### src/rtl/star_row_scheduler_if.sv
// Host-side job/abort controls and STAR core start/done/abort handshake,
// bundled for the row scheduler.
interface star_row_scheduler_if #(
    parameter int ADDR_W = 9,
    parameter int ROW_W  = 5
);
    logic              start;
    logic [ROW_W-1:0]  cfg_rows;
    logic [ADDR_W-1:0] cfg_base;
    logic [ADDR_W-1:0] cfg_stride;
    logic              abort;
    logic              err_clr;
    logic              core_done;
    logic              core_start;
    logic [ADDR_W-1:0] core_base;
    logic              core_abort;
    logic              busy;
    logic              done;
    logic              err;
    logic [ROW_W-1:0]  row_idx;

    modport master (
        output start, cfg_rows, cfg_base, cfg_stride, abort, err_clr, core_done,
        input  core_start, core_base, core_abort, busy, done, err, row_idx
    );

    modport slave (
        input  start, cfg_rows, cfg_base, cfg_stride, abort, err_clr, core_done,
        output core_start, core_base, core_abort, busy, done, err, row_idx
    );
endinterface

### src/rtl/star_row_scheduler.sv
// Row-level sequencer for the STAR softmax engine: launches the core once per
// row at base + row*stride, guards each row with a watchdog, handles abort.
module star_row_scheduler #(
    parameter int ADDR_W  = 9,
    parameter int ROW_W   = 5,
    parameter int TIMEOUT = 255
) (
    input logic                 clk,
    input logic                 reset,
    star_row_scheduler_if.slave bus
);

    // Watchdog only needs to reach TIMEOUT-1; expiry is detected on the increment.
    localparam int WD_W = (TIMEOUT < 2) ? 1 : $clog2(TIMEOUT);
    localparam logic [WD_W-1:0] WD_LAST = WD_W'(TIMEOUT - 1);

    typedef enum logic [2:0] {
        S_IDLE,
        S_LAUNCH,
        S_WAIT,
        S_DONE,
        S_ERR
    } state_t;

    state_t            state_q, state_d;
    logic [ROW_W-1:0]  rows_q, rows_d;
    logic [ADDR_W-1:0] base_q, base_d;
    logic [ADDR_W-1:0] stride_q, stride_d;
    logic [ROW_W-1:0]  row_idx_q, row_idx_d;
    logic [ADDR_W-1:0] core_base_q, core_base_d;
    logic [WD_W-1:0]   wdog_q, wdog_d;
    logic              core_abort_q, core_abort_d;

    function automatic logic [ADDR_W-1:0] row_addr(
        input logic [ADDR_W-1:0] base,
        input logic [ROW_W-1:0]  idx,
        input logic [ADDR_W-1:0] stride
    );
        logic [ADDR_W+ROW_W-1:0] prod;
        prod = {{ADDR_W{1'b0}}, idx} * {{ROW_W{1'b0}}, stride};
        return base + prod[ADDR_W-1:0];
    endfunction

    always_ff @(posedge clk or negedge reset) begin
        if (!reset) begin
            state_q      <= S_IDLE;
            rows_q       <= '0;
            base_q       <= '0;
            stride_q     <= '0;
            row_idx_q    <= '0;
            core_base_q  <= '0;
            wdog_q       <= '0;
            core_abort_q <= 1'b0;
        end else begin
            state_q      <= state_d;
            rows_q       <= rows_d;
            base_q       <= base_d;
            stride_q     <= stride_d;
            row_idx_q    <= row_idx_d;
            core_base_q  <= core_base_d;
            wdog_q       <= wdog_d;
            core_abort_q <= core_abort_d;
        end
    end

    always_comb begin
        state_d      = state_q;
        rows_d       = rows_q;
        base_d       = base_q;
        stride_d     = stride_q;
        row_idx_d    = row_idx_q;
        core_base_d  = core_base_q;
        wdog_d       = wdog_q;
        core_abort_d = 1'b0;

        unique case (state_q)
            S_IDLE: begin
                if (bus.start) begin
                    if (bus.cfg_rows != '0) begin
                        rows_d      = bus.cfg_rows;
                        base_d      = bus.cfg_base;
                        stride_d    = bus.cfg_stride;
                        row_idx_d   = '0;
                        core_base_d = bus.cfg_base;
                        state_d     = S_LAUNCH;
                    end else begin
                        state_d = S_DONE;
                    end
                end
            end

            // core_start goes out this cycle regardless; an abort is honoured right after.
            S_LAUNCH: begin
                wdog_d = '0;
                if (bus.abort) begin
                    core_abort_d = 1'b1;
                    state_d      = S_IDLE;
                end else begin
                    state_d = S_WAIT;
                end
            end

            S_WAIT: begin
                wdog_d = wdog_q + WD_W'(1);
                if (bus.abort) begin
                    core_abort_d = 1'b1;
                    state_d      = S_IDLE;
                end else if (bus.core_done) begin
                    if (row_idx_q == rows_q - ROW_W'(1)) begin
                        state_d = S_DONE;
                    end else begin
                        row_idx_d   = row_idx_q + ROW_W'(1);
                        core_base_d = row_addr(base_q, row_idx_q + ROW_W'(1), stride_q);
                        state_d     = S_LAUNCH;
                    end
                end else if (wdog_q == WD_LAST) begin
                    core_abort_d = 1'b1;
                    state_d      = S_ERR;
                end
            end

            S_DONE: state_d = S_IDLE;

            S_ERR: begin
                if (bus.err_clr) begin
                    state_d = S_IDLE;
                end
            end

            default: state_d = S_IDLE;
        endcase
    end

    assign bus.core_start = (state_q == S_LAUNCH);
    assign bus.core_base  = core_base_q;
    assign bus.core_abort = core_abort_q;
    assign bus.busy       = (state_q == S_LAUNCH) || (state_q == S_WAIT);
    assign bus.done       = (state_q == S_DONE);
    assign bus.err        = (state_q == S_ERR);
    assign bus.row_idx    = row_idx_q;

endmodule

### src/flat_wrapper.sv
// flat-port wrapper written by rule: the top's interface ports become plain ports
module star_row_scheduler_flat 
#(
    parameter int ADDR_W  = 9,
    parameter int ROW_W   = 5,
    parameter int TIMEOUT = 255
)
  (clk, reset, bus_start, bus_cfg_rows, bus_cfg_base, bus_cfg_stride, bus_abort, bus_err_clr, bus_core_done, bus_core_start, bus_core_base, bus_core_abort, bus_busy, bus_done, bus_err, bus_row_idx);
  star_row_scheduler_if #(.ADDR_W(ADDR_W), .ROW_W(ROW_W)) bus_i ();
  input logic clk;
  input logic reset;
  input wire logic [$bits(bus_i.start)-1:0] bus_start;
  input wire logic [$bits(bus_i.cfg_rows)-1:0] bus_cfg_rows;
  input wire logic [$bits(bus_i.cfg_base)-1:0] bus_cfg_base;
  input wire logic [$bits(bus_i.cfg_stride)-1:0] bus_cfg_stride;
  input wire logic [$bits(bus_i.abort)-1:0] bus_abort;
  input wire logic [$bits(bus_i.err_clr)-1:0] bus_err_clr;
  input wire logic [$bits(bus_i.core_done)-1:0] bus_core_done;
  output wire logic [$bits(bus_i.core_start)-1:0] bus_core_start;
  output wire logic [$bits(bus_i.core_base)-1:0] bus_core_base;
  output wire logic [$bits(bus_i.core_abort)-1:0] bus_core_abort;
  output wire logic [$bits(bus_i.busy)-1:0] bus_busy;
  output wire logic [$bits(bus_i.done)-1:0] bus_done;
  output wire logic [$bits(bus_i.err)-1:0] bus_err;
  output wire logic [$bits(bus_i.row_idx)-1:0] bus_row_idx;
  assign bus_i.start = bus_start;
  assign bus_i.cfg_rows = bus_cfg_rows;
  assign bus_i.cfg_base = bus_cfg_base;
  assign bus_i.cfg_stride = bus_cfg_stride;
  assign bus_i.abort = bus_abort;
  assign bus_i.err_clr = bus_err_clr;
  assign bus_i.core_done = bus_core_done;
  assign bus_core_start = bus_i.core_start;
  assign bus_core_base = bus_i.core_base;
  assign bus_core_abort = bus_i.core_abort;
  assign bus_busy = bus_i.busy;
  assign bus_done = bus_i.done;
  assign bus_err = bus_i.err;
  assign bus_row_idx = bus_i.row_idx;
  star_row_scheduler #(.ADDR_W(ADDR_W), .ROW_W(ROW_W), .TIMEOUT(TIMEOUT)) u_core (.clk(clk), .reset(reset), .bus(bus_i));
endmodule
### config.mk
export PLATFORM = sky130hd
export DESIGN_NAME = star_row_scheduler_flat
export DESIGN_NICKNAME = d
export VERILOG_FILES = /design/src/rtl/star_row_scheduler_if.sv /design/src/rtl/star_row_scheduler.sv /design/src/flat_wrapper.sv
export SDC_FILE = /design/constraint.sdc
export NUM_CORES = 1
export LEC_CHECK = 0
export ABC_AREA = 1
export CELL_PAD_IN_SITES_DETAIL_PLACEMENT = 0
export CELL_PAD_IN_SITES_GLOBAL_PLACEMENT = 2
export CORE_ASPECT_RATIO = 0.8
export CORE_MARGIN = 5
export CORE_UTILIZATION = 25
export DETAILED_ROUTE_END_ITERATION = 7
export MAX_ROUTING_LAYER = met4
export PLACE_DENSITY = 0.68
export SYNTH_ARGS = -nofsm -noshare
export SYNTH_HDL_FRONTEND = slang
export SYNTH_SLANG_ARGS = --single-unit
### constraint.sdc
create_clock -name clk -period 3.5 [get_ports clk]
set_input_delay 0.7 -clock clk [delete_from_list [all_inputs] [get_ports clk]]
set_output_delay 0.7 -clock clk [all_outputs]
set_load 0.03 [all_outputs]
==> results of run 1 <==
[Yosys cell counts]
| cell type | number | share of area |
|---|---|---|
| nor3b_4 | 1 | 0.0054 |
| o221ai_1 | 1 | 0.0025 |
| ha_1 | 16 | 0.057 |
| nand2_4 | 1 | 0.0032 |
| clkbuf_1 | 7 | 0.0075 |
| inv_1 | 84 | 0.090 |
| nor3b_1 | 1 | 0.0021 |
| nand2_2 | 2 | 0.0036 |
| nand2_1 | 87 | 0.093 |
| xor2_1 | 4 | 0.010 |
| nand3_1 | 27 | 0.039 |
| or2_2 | 3 | 0.0054 |
| a31o_2 | 1 | 0.0025 |
| buf_8 | 1 | 0.0043 |
| nor3_1 | 9 | 0.013 |
| o21ai_0 | 22 | 0.031 |
| a31oi_1 | 2 | 0.0036 |
| mux2_2 | 5 | 0.016 |
| a22oi_1 | 1 | 0.0021 |
| inv_2 | 2 | 0.0021 |
| xnor2_1 | 5 | 0.013 |
| nand4_1 | 6 | 0.011 |
| buf_2 | 2 | 0.0029 |
| a21oi_1 | 21 | 0.030 |
| nor3_4 | 1 | 0.0046 |
| dfrtp_1 | 49 | 0.35 |
| and2_1 | 1 | 0.0018 |
| nand2_8 | 1 | 0.0057 |
| fa_1 | 21 | 0.12 |
| nor2_1 | 49 | 0.053 |
| o31ai_1 | 1 | 0.0021 |
| o22ai_1 | 7 | 0.013 |
[cell families (layout without fill, tap and decap cells)]
kind of cell	after synthesis	count (layout)	synth area share
xor gates and xnor gates	9	9	0.0225
buffers and inverters	96	202	0.107
DFF	49	49	0.350
muxes	5	5	0.0161
and+or+nand+nor	189	189	0.240
adders and majority gates	37	37	0.177
AOI/OAI and AO/OA	56	56	0.0869
[per-layer routing]
layer	track usage	wire, um	vias to the layer above
met3	0.0223	253	9
met4	0.0275	109	0
met5	-	0	-
li1	-	-	1591
met1	0.171	4700	1466
met2	0.198	4380	38
[worst max-delay path: stages, from the launching register on]
cell,delay [ns]
dfrtp_2,0.44
ha_4,0.18
nand4_1,0.17
nand2_4,0.10
inv_2,0.07
nand2_2,0.05
fa_1,0.52
fa_1,0.44
fa_1,0.51
inv_2,0.05
ha_4,0.28
nand3_2,0.06
nand2_2,0.07
nand2_1,0.06
nand2_1,0.07
a21oi_2,0.06
or2_4,0.22
nand3_2,0.06
nand2_2,0.06
nand2_2,0.05
nand2_2,0.04
[worst paths after layout]
kind / start / to / slack [ns]
max: u_core.bus.row_idx[0]$_DFFE_PN0P_ / u_core.bus.core_base[7]$_DFFE_PN0P_ / -0.17
min: reset / u_core.bus.core_base[1]$_DFFE_PN0P_ / 0.43
max reg2reg: u_core.bus.row_idx[0]$_DFFE_PN0P_ / u_core.bus.core_base[7]$_DFFE_PN0P_ / -0.17
min reg2reg: u_core.base_q[0]$_DFFE_PN0P_ / u_core.base_q[0]$_DFFE_PN0P_ / 0.50
max in group asynchronous: reset / u_core.stride_q[0]$_DFFE_PN0P_ / 2.41
min in group clk: u_core.base_q[0]$_DFFE_PN0P_ / u_core.base_q[0]$_DFFE_PN0P_ / 0.50
[metrics by stage]
| stage | power (mW) | instance area [um2] | utilization | instances | hold WS (ns) |
|---|---|---|---|---|---|
| 2_1_floorplan | 3.15 | 3610 | - | 441 | 0.404 |
| 3_3_place_gp | 4.15 | 4490 | 0.329 | 691 | 0.477 |
| 3_5_place_dp | 4.16 | 4490 | 0.329 | 691 | 0.480 |
| 4_1_cts | 4.96 | 4910 | 0.360 | 725 | 0.458 |
| 5_1_grt | 5.59 | 4980 | 0.365 | 727 | 0.508 |
| 6_report | 5.03 | 4980 | 0.365 | 727 | 0.432 |
[power breakdown]
| part | internal, mW | total, mW | switching, mW |
|---|---|---|---|
| sequential | 0.779 | 0.967 | 0.188 |
| clock | 0.358 | 0.573 | 0.215 |
| combinational | 1.62 | 3.49 | 1.87 |
| total | 2.76 | 5.03 | 2.27 |
[sequential cells by signal (all words and copies together) (netlist names)]
name / count
u_core.base_q: 9
u_core.bus.core_base: 9
u_core.stride_q: 9
u_core.wdog_q: 8
u_core.bus.row_idx: 5
u_core.rows_q: 5
u_core.state_q: 3
u_core.bus.core_abort: 1
[what timing repair did]
action | 4_1_cts | 5_1_grt
setup endpoints to repair | 4 | 5
gates cloned | 0 | 0
resized for setup | 15 | 21
setup buffers | 26 | 3
pin swaps | 8 | 20
[layout make-up]
type,count,share of cell area
clock buffers,7,0.0287
clock inverters,1,0.00603
inverters,86,0.0649
multi-input cells,296,0.418
flip-flops and latches,49,0.247
well taps,180,0.0452
repair buffers,108,0.190
==> impl.org, run 1 <==
** STA
- Final critical-path share of the clock period :: 1.05
- The smallest clock period supported by the final layout is computed as 3.67 ns.
- Derived from the worst setup path, the maximum achievable clock frequency is 272 MHz.
- The worst pin sits at a relative slew slack of 0.563.
- The final hold violation count is 0.
- Sum of negative setup slack :: -0.537 ns
- Setup violations remaining at the end of the flow were counted as 4.
- The number of max-slew violations in the final report was 0.
- Setup repair after global routing missed its margin :: yes
- Worst Skew :: about 0.0048 ns
- For the pin with the worst max-slew slack, the measured transition is approximately 0.66 ns.
- Once routing completed, OpenROAD measured the worst setup slack at -0.173 ns.

** Logic synthesis
- Mapped cell area :: 0.00350 mm2
- Each instance of the synthesized netlist takes up on average 7.94 um2.
- Flop and latch count out of synthesis :: 49
- Syn_nets :: 507
- Counting distinct cell types in the post-synthesis netlist gives 32.
- For this run, the register share of the synthesized area comes to 0.350.
- Instance count of the mapped netlist :: between 400 and 500
- The Yosys step of the flow raised 0 warnings.

** Detailed routing
- Total Routed Length :: between 9000 and 10000 um
- Once detail routing completed, the nets flagged for antenna violations numbered 0.
- Using the TritonRoute via totals, the vias-per-cell ratio works out to 4.27.
- For this run, design rule violations remaining after detail routing come to 0.
- Dividing the detail-routed wire length by the instance count gives around 13 um.
- Drt first-iter violations :: 82
- For this run, the detailed router's first-pass iteration total came to 4.
- For this block, the via count after detailed routing is 3104.

** Power
- The worst-case IR drop observed on VDD is 546 uV.
- Pwr/cell area :: 1010 mW/mm2
- Static leakage power :: 2.39 nW

** Floorplan
- For this configuration, the core starts out at a cell density of 0.256.
- Measured along the x axis, the die boundary spans between 100 and 150 um.
- Core Region :: 0.0136 mm2
- FP Rows :: 38
- DIE HEIGHT :: 116 um
- For this design the top-level I/O count stands at 48.
- Die Footprint :: 0.0165 mm2

** Outcome
- The final reports fail on setup timing.
- The run finished, with violations left.

** Cells and area
- 0 antenna diodes ended up in the layout.
- The library cells used most frequently in the layout, excluding fill and tap cells, are 76 x inv_1, 75 x nand2_1, 55 x buf_4.
- Relative area change from synthesis to final layout :: 42.2%
- The net count of the finished layout is 612.
- Multi-input logic area :: 0.00208 mm2
- Most common cell after layout, fill and taps aside :: inv_1
- After filler insertion, the fill cell instance count of the layout stands at 1418.
- Share of layout cells above drive strength 1 :: 0.239
- Registers take 0.00123 mm2.

** Global route
- Total overflow reported by the global router :: 0
- The first global-routing pass estimated 16000 um of wire.
- The number of global-route vias before repair is 3192.
- The number of antenna violations at the first check in global routing came to 0.
- Maximum number of pins on one net before global-route repair :: 29
- Global-route usage over all layers :: 0.126

** Clock network
- Clock tree synthesis inserted a total of 5 buffers.
- Hold-fix buffer count after cts :: 0
- The tree is rooted in a clkbuf_16.
- Clock net sink count :: between 40 and 50
- Bufs on Longest Clock Path :: 2
- Clock tree from TritonCTS :: yes
- The H-tree was split into 2 levels.
- Clock slew seen by the registers of the worst setup and hold paths :: 0.07 ns
- Clock network latency to the later pin of the worst-skew pair :: 0.29 ns

** Placed design
- Worst slack at placement :: -0.241 ns
- The count of buffers added on input and output ports is 47.
- Detail Placement HPWL :: about 7500 um
- At the end of routability-driven placement, the weighted congestion stood at roughly 0.83.

** Worst setup path
- In this run the worst path has a maximum fanout of 4.
- At the worst endpoint, the required time is around 3.7 ns.
- CP Class :: register to register
- STA classifies the critical path startpoint as a register.
- For the worst setup path, the data arrival time is 3.86 ns.
- The worst setup path is captured at a register.
- Counting cells, the worst reg-to-reg path comes to 20.

** Hold path
- Hold WC Path Type :: input port to async pin

** Run
- The tool flagged a number of max-cap violations equal to 0.
(Power assumes the default switching activity.)
==> run 2: changes to the inputs <==
--- a/config.mk
+++ b/config.mk
@@ -10,10 +10,10 @@
 export CELL_PAD_IN_SITES_GLOBAL_PLACEMENT = 2
 export CORE_ASPECT_RATIO = 0.8
 export CORE_MARGIN = 5
-export CORE_UTILIZATION = 25
+export CORE_UTILIZATION = 29
 export DETAILED_ROUTE_END_ITERATION = 7
 export MAX_ROUTING_LAYER = met4
-export PLACE_DENSITY = 0.68
+export PLACE_DENSITY = 0.77
 export SYNTH_ARGS = -nofsm -noshare
 export SYNTH_HDL_FRONTEND = slang
 export SYNTH_SLANG_ARGS = --single-unit
==> run 2 against run 1 <==
The run still ends with setup timing left. Largest cell class unchanged. Via count is 0.52% higher. Core utilization is 5.1 points higher. Maximum frequency is 2.4% lower. Register-to-register slack worse by 0.09 ns. Critical path depth is 1 higher. Cell count is 5.1% lower.
==> impl.org, run 2 (same netlist as run 1, synthesis figures left out) <==
** Outcome
- Outcome :: complete, but fails checks
- The checks that failed: setup timing.

** Detailed routing
- Vias after detailed routing :: 3120 (+0.52%)
- The first-iteration detailed-routing DRC count was 101 (+23%).
- DRC violation count after routing :: 0 (unchanged)
- The length of the first detailed-routing pass in iterations was 5 (+1).
- The per-cell routed wire length is 13.0 um (+0.27%).
- The routed wire length is 8990 um (-4.8%).
- The number of nets still failing antenna checks after routing was 0 (unchanged).
- Mean number of vias per cell :: 4.52 (+5.9%)

** Floorplan
- Horizontal die dimension :: 133 um (-6.6%)
- The area of the core region was 0.0116 mm2 (-15%).
- IO Count :: 48 (unchanged)
- Die Footprint :: 0.0144 mm2 (-13%)
- FP Rows :: 35 (-7.9%)
- The die extent in y came to 108 um (-6.5%).
- The effective utilization at floorplan is 0.300 (+0.0440).

** Worst setup path
- The arrival time at the worst endpoint is 3.94 ns (+0.08 ns).
- The worst setup path is launched from a register.
- The register-to-register setup slack is -0.26 ns (-0.09 ns).
- Data required, critical path :: 3.68 ns (about the same)
- The largest fanout on the critical path came to 4 (unchanged).
- The worst setup path is captured at a register.
- The critical path is of the register to register type.

** STA
- Setup repair after global routing missed its margin :: yes
- The number of setup violations in the final report was 4 (unchanged).
- The worst setup skew after layout was 0.00579 ns (+0.000993 ns).
- The final worst hold slack was 0.395 ns (-0.0363 ns).
- Maximum operating frequency :: 266 MHz (-2.4%)
- The part of the cycle the worst path needs is 1.07 (+0.0256).
- The number of max-slew violations in the final report is 0 (unchanged).
- Number of endpoints with negative hold slack in the final report :: 0 (unchanged)
- The final critical-path required period was 3.76 ns (+0.0897 ns).
- The normalized max-slew margin came to 0.632 (+0.0692).
- The setup slack of the critical path after layout is -0.262 ns (-0.0897 ns).
- Worst-margin pin slew :: 0.551 ns (-0.104 ns)

** Global route
- The overall overflow remaining after global route came to 0 (unchanged).
- The number of global-route vias before repair is 3176 (-0.50%).
- The wire length of the first global-routing pass is 15300 um (-4.4%).
- The pin count of the biggest net entering global routing came to 28 (-3.4%).
- The combined global-route utilization of all metal layers is 0.136 (+0.0101).
- Antenna violations before repair :: 0 (unchanged)

** Power
- The peak ir drop on the vdd network was 465 uV (-15%).
- Static leakage power :: 2.36 nW (-1.5%)
- The switching share of power is 0.460 (+0.00821).
- The net switching power figure came to 2.25 mW (-1.2%).
- The cell internal power dissipation is 2.63 mW (-4.4%).
- Share of total power in the clock network :: 0.095 (-0.019)
- Flop pwr share :: 0.197 (+0.005)
- Final total power :: 4.88 mW (-2.9%)
- Pwr/cell area :: 1010 mW/mm2 (-0.36%)
- The part of the power in combinational logic is 0.708 (+0.014).

** Hold path
- In this run the worst hold path is classified as input port to async pin.

** Cells and area
- The area of all placed cells without fillers came to 0.00485 mm2 (-2.6%).
- The count of placed standard cells in the final layout, fillers left out was 690 (-5.1%).
- Most common cell after layout, fill and taps aside :: inv_1
- In the layout the commonest cells are 76 x inv_1, 72 x nand2_1, 56 x buf_4.
- Relative area change from synthesis to final layout :: 38.5%
- Share of layout cells above drive strength 1 :: 0.231 (-0.00886)
- The number of nets in the layout was 608 (-0.65%).
- The antenna diode count was 0 (unchanged).

** Clock network
- Clock net sink count :: 49 (unchanged)
- The number of buffers inserted by hold repair at cts was 0 (unchanged).
- TritonCTS built the clock tree.
- Clock tree root driver cell :: clkbuf_16
- Cts bufs inserted :: 5 (unchanged)
- Clock network latency to the later pin of the worst-skew pair :: 0.29 ns (about the same)
- The clock transition at the registers of the reported paths was 0.07 ns (about the same).
- The H-tree depth was 2 (unchanged).
- The maximum count of clock buffers along a single path was 2 (unchanged).

** Placed design
- The HPWL after detailed placement is 7170 um (-3.8%).
- The placed instance area came to 0.00443 mm2 (-1.2%).
- Placed Instances :: 657 (-4.9%)
- The post-placement worst setup slack came to -0.195 ns (+0.0466 ns).
- Number of port buffers :: 47 (unchanged)
- The final weighted congestion in routability-driven placement came to 0.798 (-4.1%).

** Run
- The max-cap check violation count came to 0 (unchanged).
## run 2: cell types whose count changed in the layout (fill, tap and decap cells not counted), moves of 2 or more
cell	before	now
buf_6	6	1
nand2_1	75	72
nand2_4	2	4
nor2_1	43	45
## run 2: final timing paths
kind | from | to | depth (start not counted)
worst max-delay path | u_core.bus.row_idx[0]$_DFFE_PN0P_ | u_core.bus.core_base[7]$_DFFE_PN0P_ | 21
worst min-delay path | reset | u_core.bus.core_base[1]$_DFFE_PN0P_ | 1
worst max register to register | u_core.bus.row_idx[0]$_DFFE_PN0P_ | u_core.bus.core_base[7]$_DFFE_PN0P_ | 21
worst min register to register | u_core.base_q[0]$_DFFE_PN0P_ | u_core.base_q[0]$_DFFE_PN0P_ | 2
max in group asynchronous | reset | u_core.state_q[0]$_DFFE_PN0P_ | 2
min in group clk | u_core.base_q[0]$_DFFE_PN0P_ | u_core.base_q[0]$_DFFE_PN0P_ | 2
## run 2: cell type report
class / count / area [um2]
Fill cell: 1207 / 6800
Timing Repair Buffer: 104 / 897
Tap cell: 148 / 185
Multi-Input combinational cell: 296 / 2080
Clock inverter: 1 / 5.00
Clock buffer: 6 / 129
Inverter: 86 / 325
Sequential cell: 49 / 1230
## run 2: critical path: stages (launching register included)
cell	delay [ns]
dfrtp_2	0.44
ha_4	0.17
nand4_1	0.13
buf_4	0.14
nand2_4	0.07
inv_4	0.07
nand2_2	0.06
fa_1	0.56
fa_1	0.44
fa_1	0.51
inv_2	0.05
ha_4	0.28
nand3_2	0.06
nand2_2	0.08
nand2_2	0.06
nand2_2	0.05
a21oi_2	0.06
or2_4	0.22
nand3_2	0.05
nand2_1	0.06
nand2_2	0.05
nand2_2	0.04
## run 2: what timing repair did
item | 4_1_cts | 5_1_grt
setup buffers | 22 | 4
endpoints found under the setup margin | 5 | 5
gates resized for setup | 9 | 22
cloned | 0 | 0
pin swaps | 2 | 19
## run 2: routing by layer
layer  up-vias  part of all wire  global-route usage
li1       1580                 -                   -
met1      1472              0.50               0.186
met2        62              0.46               0.208
met3         6             0.032              0.0344
met4         0            0.0093              0.0230
met5         -                 0                   -
## run 2: stage by stage
step / utilization / setup TNS (ns)
floorplan: - / -0.364
global placement: 0.380 / -0.467
detailed placement: 0.380 / -0.596
CTS: 0.409 / -0.412
global route: 0.416 / -1.62
finish: 0.416 / -0.888
## run 2: power by group through the flow
stage / sequential (mW) / clock [mW] / combinational, mW
6_report: 0.960 / 0.465 / 3.45
5_1_grt: 0.998 / 0.522 / 3.93
4_1_cts: 0.960 / 0.490 / 3.30
3_5_place_dp: 0.972 / 0 / 3.14
3_3_place_gp: 0.970 / 0 / 3.13
2_1_floorplan: 1.04 / 0 / 2.10
==> run 3: changes to the inputs <==
--- a/config.mk
+++ b/config.mk
@@ -8,8 +8,8 @@
 export ABC_AREA = 1
 export CELL_PAD_IN_SITES_DETAIL_PLACEMENT = 0
 export CELL_PAD_IN_SITES_GLOBAL_PLACEMENT = 2
-export CORE_ASPECT_RATIO = 0.8
-export CORE_MARGIN = 5
+export CORE_ASPECT_RATIO = 0.7
+export CORE_MARGIN = 3
 export CORE_UTILIZATION = 29
 export DETAILED_ROUTE_END_ITERATION = 7
 export MAX_ROUTING_LAYER = met4
==> run 3 against run 2 <==
Hold slack improved by 0.085 ns. Non-clock buffer count fell by 22. Via count down 4.7%. Maximum frequency up 3.1%. Global-route usage increased by 1.0 points. Cell count down 2.5%. Clock power about the same. Critical endpoint unchanged. The run still ends with setup timing left. Sequential share of layout area up 1.2 points. Critical path depth fell by 1. Die area shrank 6.5%. Sequential power about the same.
==> impl.org, run 3 (same netlist as run 1, synthesis figures left out) <==
** Global route
- Global-route wire length before repair :: 15100 um (-1.2%)
- The pin count of the biggest net entering global routing came to 31 (+11%).
- The overall overflow remaining after global route was 0 (unchanged).
- The number of global-route vias before repair was 3041 (-4.3%).
- Antenna violations before repair :: 0 (unchanged)
- The combined global-route utilization of all metal layers was 0.146 (+0.0100).

** Clock network
- The H-tree depth was 2 (unchanged).
- Clock tree from TritonCTS :: yes
- Bufs on Longest Clock Path :: 2 (unchanged)
- Cts bufs inserted :: 5 (unchanged)
- Clock slew seen by the registers of the worst setup and hold paths :: 0.07 ns (about the same)
- Clock network latency to the later pin of the worst-skew pair :: 0.29 ns (about the same)
- Hold-fix buffer count after cts :: 0 (unchanged)
- The total number of clock tree sinks was 49 (unchanged).
- Clock tree root driver cell :: clkbuf_16

** Floorplan
- The area of the core region was 0.0114 mm2 (-2.4%).
- Horizontal die dimension :: 137 um (+3.4%)
- The number of placement rows came to 32 (-8.6%).
- Starting density of the core :: 0.308 (+0.00734)
- The die area came to 0.0134 mm2 (-6.5%).
- The die extent in y came to 97.9 um (-9.6%).
- IO Count :: 48 (unchanged)

** Detailed routing
- The ratio of routed vias to standard cells is 4.42 (-2.3%).
- Number of antenna-violating nets in the routed design :: 0 (unchanged)
- The length of the first detailed-routing pass in iterations came to 4 (-1).
- The count of vias placed by the detailed router was 2973 (-4.7%).
- DRC violation count after routing :: 0 (unchanged)
- Total Routed Length :: 8960 um (-0.38%)
- The per-cell routed wire length was 13.3 um (+2.1%).
- Drt first-iter violations :: 111 (+9.9%)

** Placed design
- The total of buffers placed on input and output ports was 47 (unchanged).
- The number of instances in the placed design came to 660 (+0.46%).
- Worst slack at placement :: -0.156 ns (+0.0387 ns)
- Detail Placement HPWL :: 7290 um (+1.6%)
- RD Place Congestion :: 0.822 (+3.1%)
- The placed instance area is 0.00442 mm2 (-0.20%).

** Cells and area
- Compared with the post-synthesis result, the final layout area differs by 32.4%.
- Ant. Diodes :: 0 (unchanged)
- Most common cell after layout, fill and taps aside :: nand2_1
- The area of all placed cells without fillers was 0.00463 mm2 (-4.5%).
- The final cell utilization of the core was 0.407 (-0.00887).
- The fraction of layout instances using a drive strength above 1 was 0.171 (-0.0595).
- Most frequent cells in the layout :: 79 x nand2_1, 78 x inv_1, 46 x nor2_1, 46 x clkdlybuf4s50_1, 46 x dfrtp_1
- Final net count :: 586 (-3.6%)
- The count of placed standard cells in the final layout, fillers left out is 673 (-2.5%).

** Worst setup path
- STA classifies the critical path endpoint as a register.
- Highest cell delay on the worst timing path :: 0.52 ns (-0.04 ns)
- Cell type with the highest occurrence count on the critical path :: nand2_1
- The required time reported for the critical path endpoint was 3.68 ns (about the same).
- Cell Chain, Critical Path :: buf_4 > nand4_1 > nand2_4 > inv_2 > nand2_1 > fa_1 > fa_1 > fa_1 > inv_2 > ha_4 > nand3_1 > nand2_1 > nand2_1 > nand2_2 > a21oi_2 > or2_4 > nand3_2 > nand2_1 > nand2_2 > nand2_2
- For this design, the slowest cell found on the critical path is fa_1.
- Critical path startpoint category :: register
- Highest fanout seen on the critical path :: 5 (+1)
- Worst path top cell family by delay :: adder cells
- Crit path buf inv count :: 3 (unchanged)
- Arrival time worst endpoint :: 3.83 ns (-0.11 ns)
- CP Class :: register to register

** Power
- Flop pwr share :: 0.209 (+0.012)
- The net switching power figure is 2.13 mW (-5.1%).
- Internal power :: 2.46 mW (-6.8%)
- The part of the power in combinational logic is 0.689 (-0.019).
- The part of the total power dissipated in the clock network is 0.102 (+0.007).
- Net switching fraction of the power :: 0.464 (+0.00438)
- The peak ir drop on the vdd network was 478 uV (+2.8%).
- Static leakage power :: 2.25 nW (-4.5%)
- The power density over cell area came to 990 mW/mm2 (-1.6%).

** Outcome
- Outcome :: complete, but fails checks
- The checks that failed: setup timing.

** STA
- Post-layout min period :: 3.65 ns (-0.112 ns)
- Setup repair after global routing missed its margin :: yes
- The final hold violation count came to 0 (unchanged).
- Max Slew Vio Count :: 0 (unchanged)
- Worst Skew :: 0.00783 ns (+0.00204 ns)
- Post-route worst setup slack :: -0.151 ns (+0.112 ns)
- Final setup viols :: 3 (-1)
- The slew at the pin closest to its max-slew limit came to 0.757 ns (+0.206 ns).
- Relative slew slack :: 0.495 (-0.137)
- Final critical-path share of the clock period :: 1.04 (-0.0319)
- Maximum operating frequency :: 274 MHz (+3.1%)

** Hold path
- The path class of the tightest hold or removal check is input port to async pin.

** Run
- The max-cap check violation count was 0 (unchanged).
[run 3: cell count changes in the layout (fill, tap and decap cells not counted), sizes merged]
cell / previous run / this run
buf: 58 / 36
[run 3: timing repair]
| action | in CTS | in global routing |
|---|---|---|
| gates cloned | 0 | 0 |
| setup endpoints to repair | 4 | 5 |
| buffers inserted | 4 | 2 |
| hold endpoints to repair | 0 | 0 |
| resized for setup | 5 | 9 |
| pin swaps | 8 | 13 |
[run 3: cell type report]
class	instances	area, um2
sequential	49	1230
multi-input combinational	296	2020
tap	153	191
inverter	86	323
timing repair buffer	82	732
fill	1192	6740
clock inverter	1	5.00
clock buffer	6	129
[run 3: metal layers]
| metal | vias to the layer above | GRT usage | share of wire |
|---|---|---|---|
| li1 | 1542 | - | - |
| met1 | 1378 | 0.218 | 0.52 |
| met2 | 49 | 0.211 | 0.43 |
| met3 | 4 | 0.0273 | 0.038 |
| met4 | 0 | 0.0230 | 0.0044 |
| met5 | - | - | 0 |
[run 3: final timing paths]
check | cells past startpoint | from | to | slack, ns
setup / recovery | 20 | u_core.bus.row_idx[1]$_DFFE_PN0P_ | u_core.bus.core_base[7]$_DFFE_PN0P_ | -0.15
hold reg to reg | 2 | u_core.base_q[0]$_DFFE_PN0P_ | u_core.base_q[0]$_DFFE_PN0P_ | 0.51
hold / removal | 1 | reset | u_core.bus.core_base[4]$_DFFE_PN0P_ | 0.48
setup reg to reg | 20 | u_core.bus.row_idx[1]$_DFFE_PN0P_ | u_core.bus.core_base[7]$_DFFE_PN0P_ | -0.15
max in group asynchronous | 2 | reset | u_core.wdog_q[5]$_DFFE_PN0P_ | 2.35
min in group clk | 2 | u_core.base_q[0]$_DFFE_PN0P_ | u_core.base_q[0]$_DFFE_PN0P_ | 0.51
[run 3: worst reg2reg max path, cell delays in order (launching register included)]
cell     delay (ns)
dfrtp_2        0.43
buf_4          0.15
nand4_1        0.17
nand2_4        0.10
inv_2          0.07
nand2_1        0.06
fa_1           0.52
fa_1           0.44
fa_1           0.51
inv_2          0.04
ha_4           0.27
nand3_1        0.07
nand2_1        0.08
nand2_1        0.08
nand2_2        0.07
a21oi_2        0.06
or2_4          0.22
nand3_2        0.05
nand2_1        0.06
nand2_2        0.06
nand2_2        0.04
[run 3: metrics by stage]
stage | hold slack (ns) | TNS [ns] | total power [mW]
final | 0.480 | -0.338 | 4.59
after floorplan | 0.404 | -0.364 | 3.15
after global routing | 0.527 | -1.06 | 5.09
after CTS | 0.502 | -0.426 | 4.62
after detailed placement | 0.505 | -0.439 | 4.11
after global placement | 0.478 | -0.362 | 4.10
[run 3: power groups by stage]
stage / logic, mW / registers, mW / clock network [mW]
floorplan: 2.10 / 1.04 / 0
global placement: 3.13 / 0.965 / 0
detailed placement: 3.14 / 0.972 / 0
CTS: 3.17 / 0.964 / 0.484
global route: 3.59 / 0.989 / 0.506
finish: 3.16 / 0.959 / 0.467
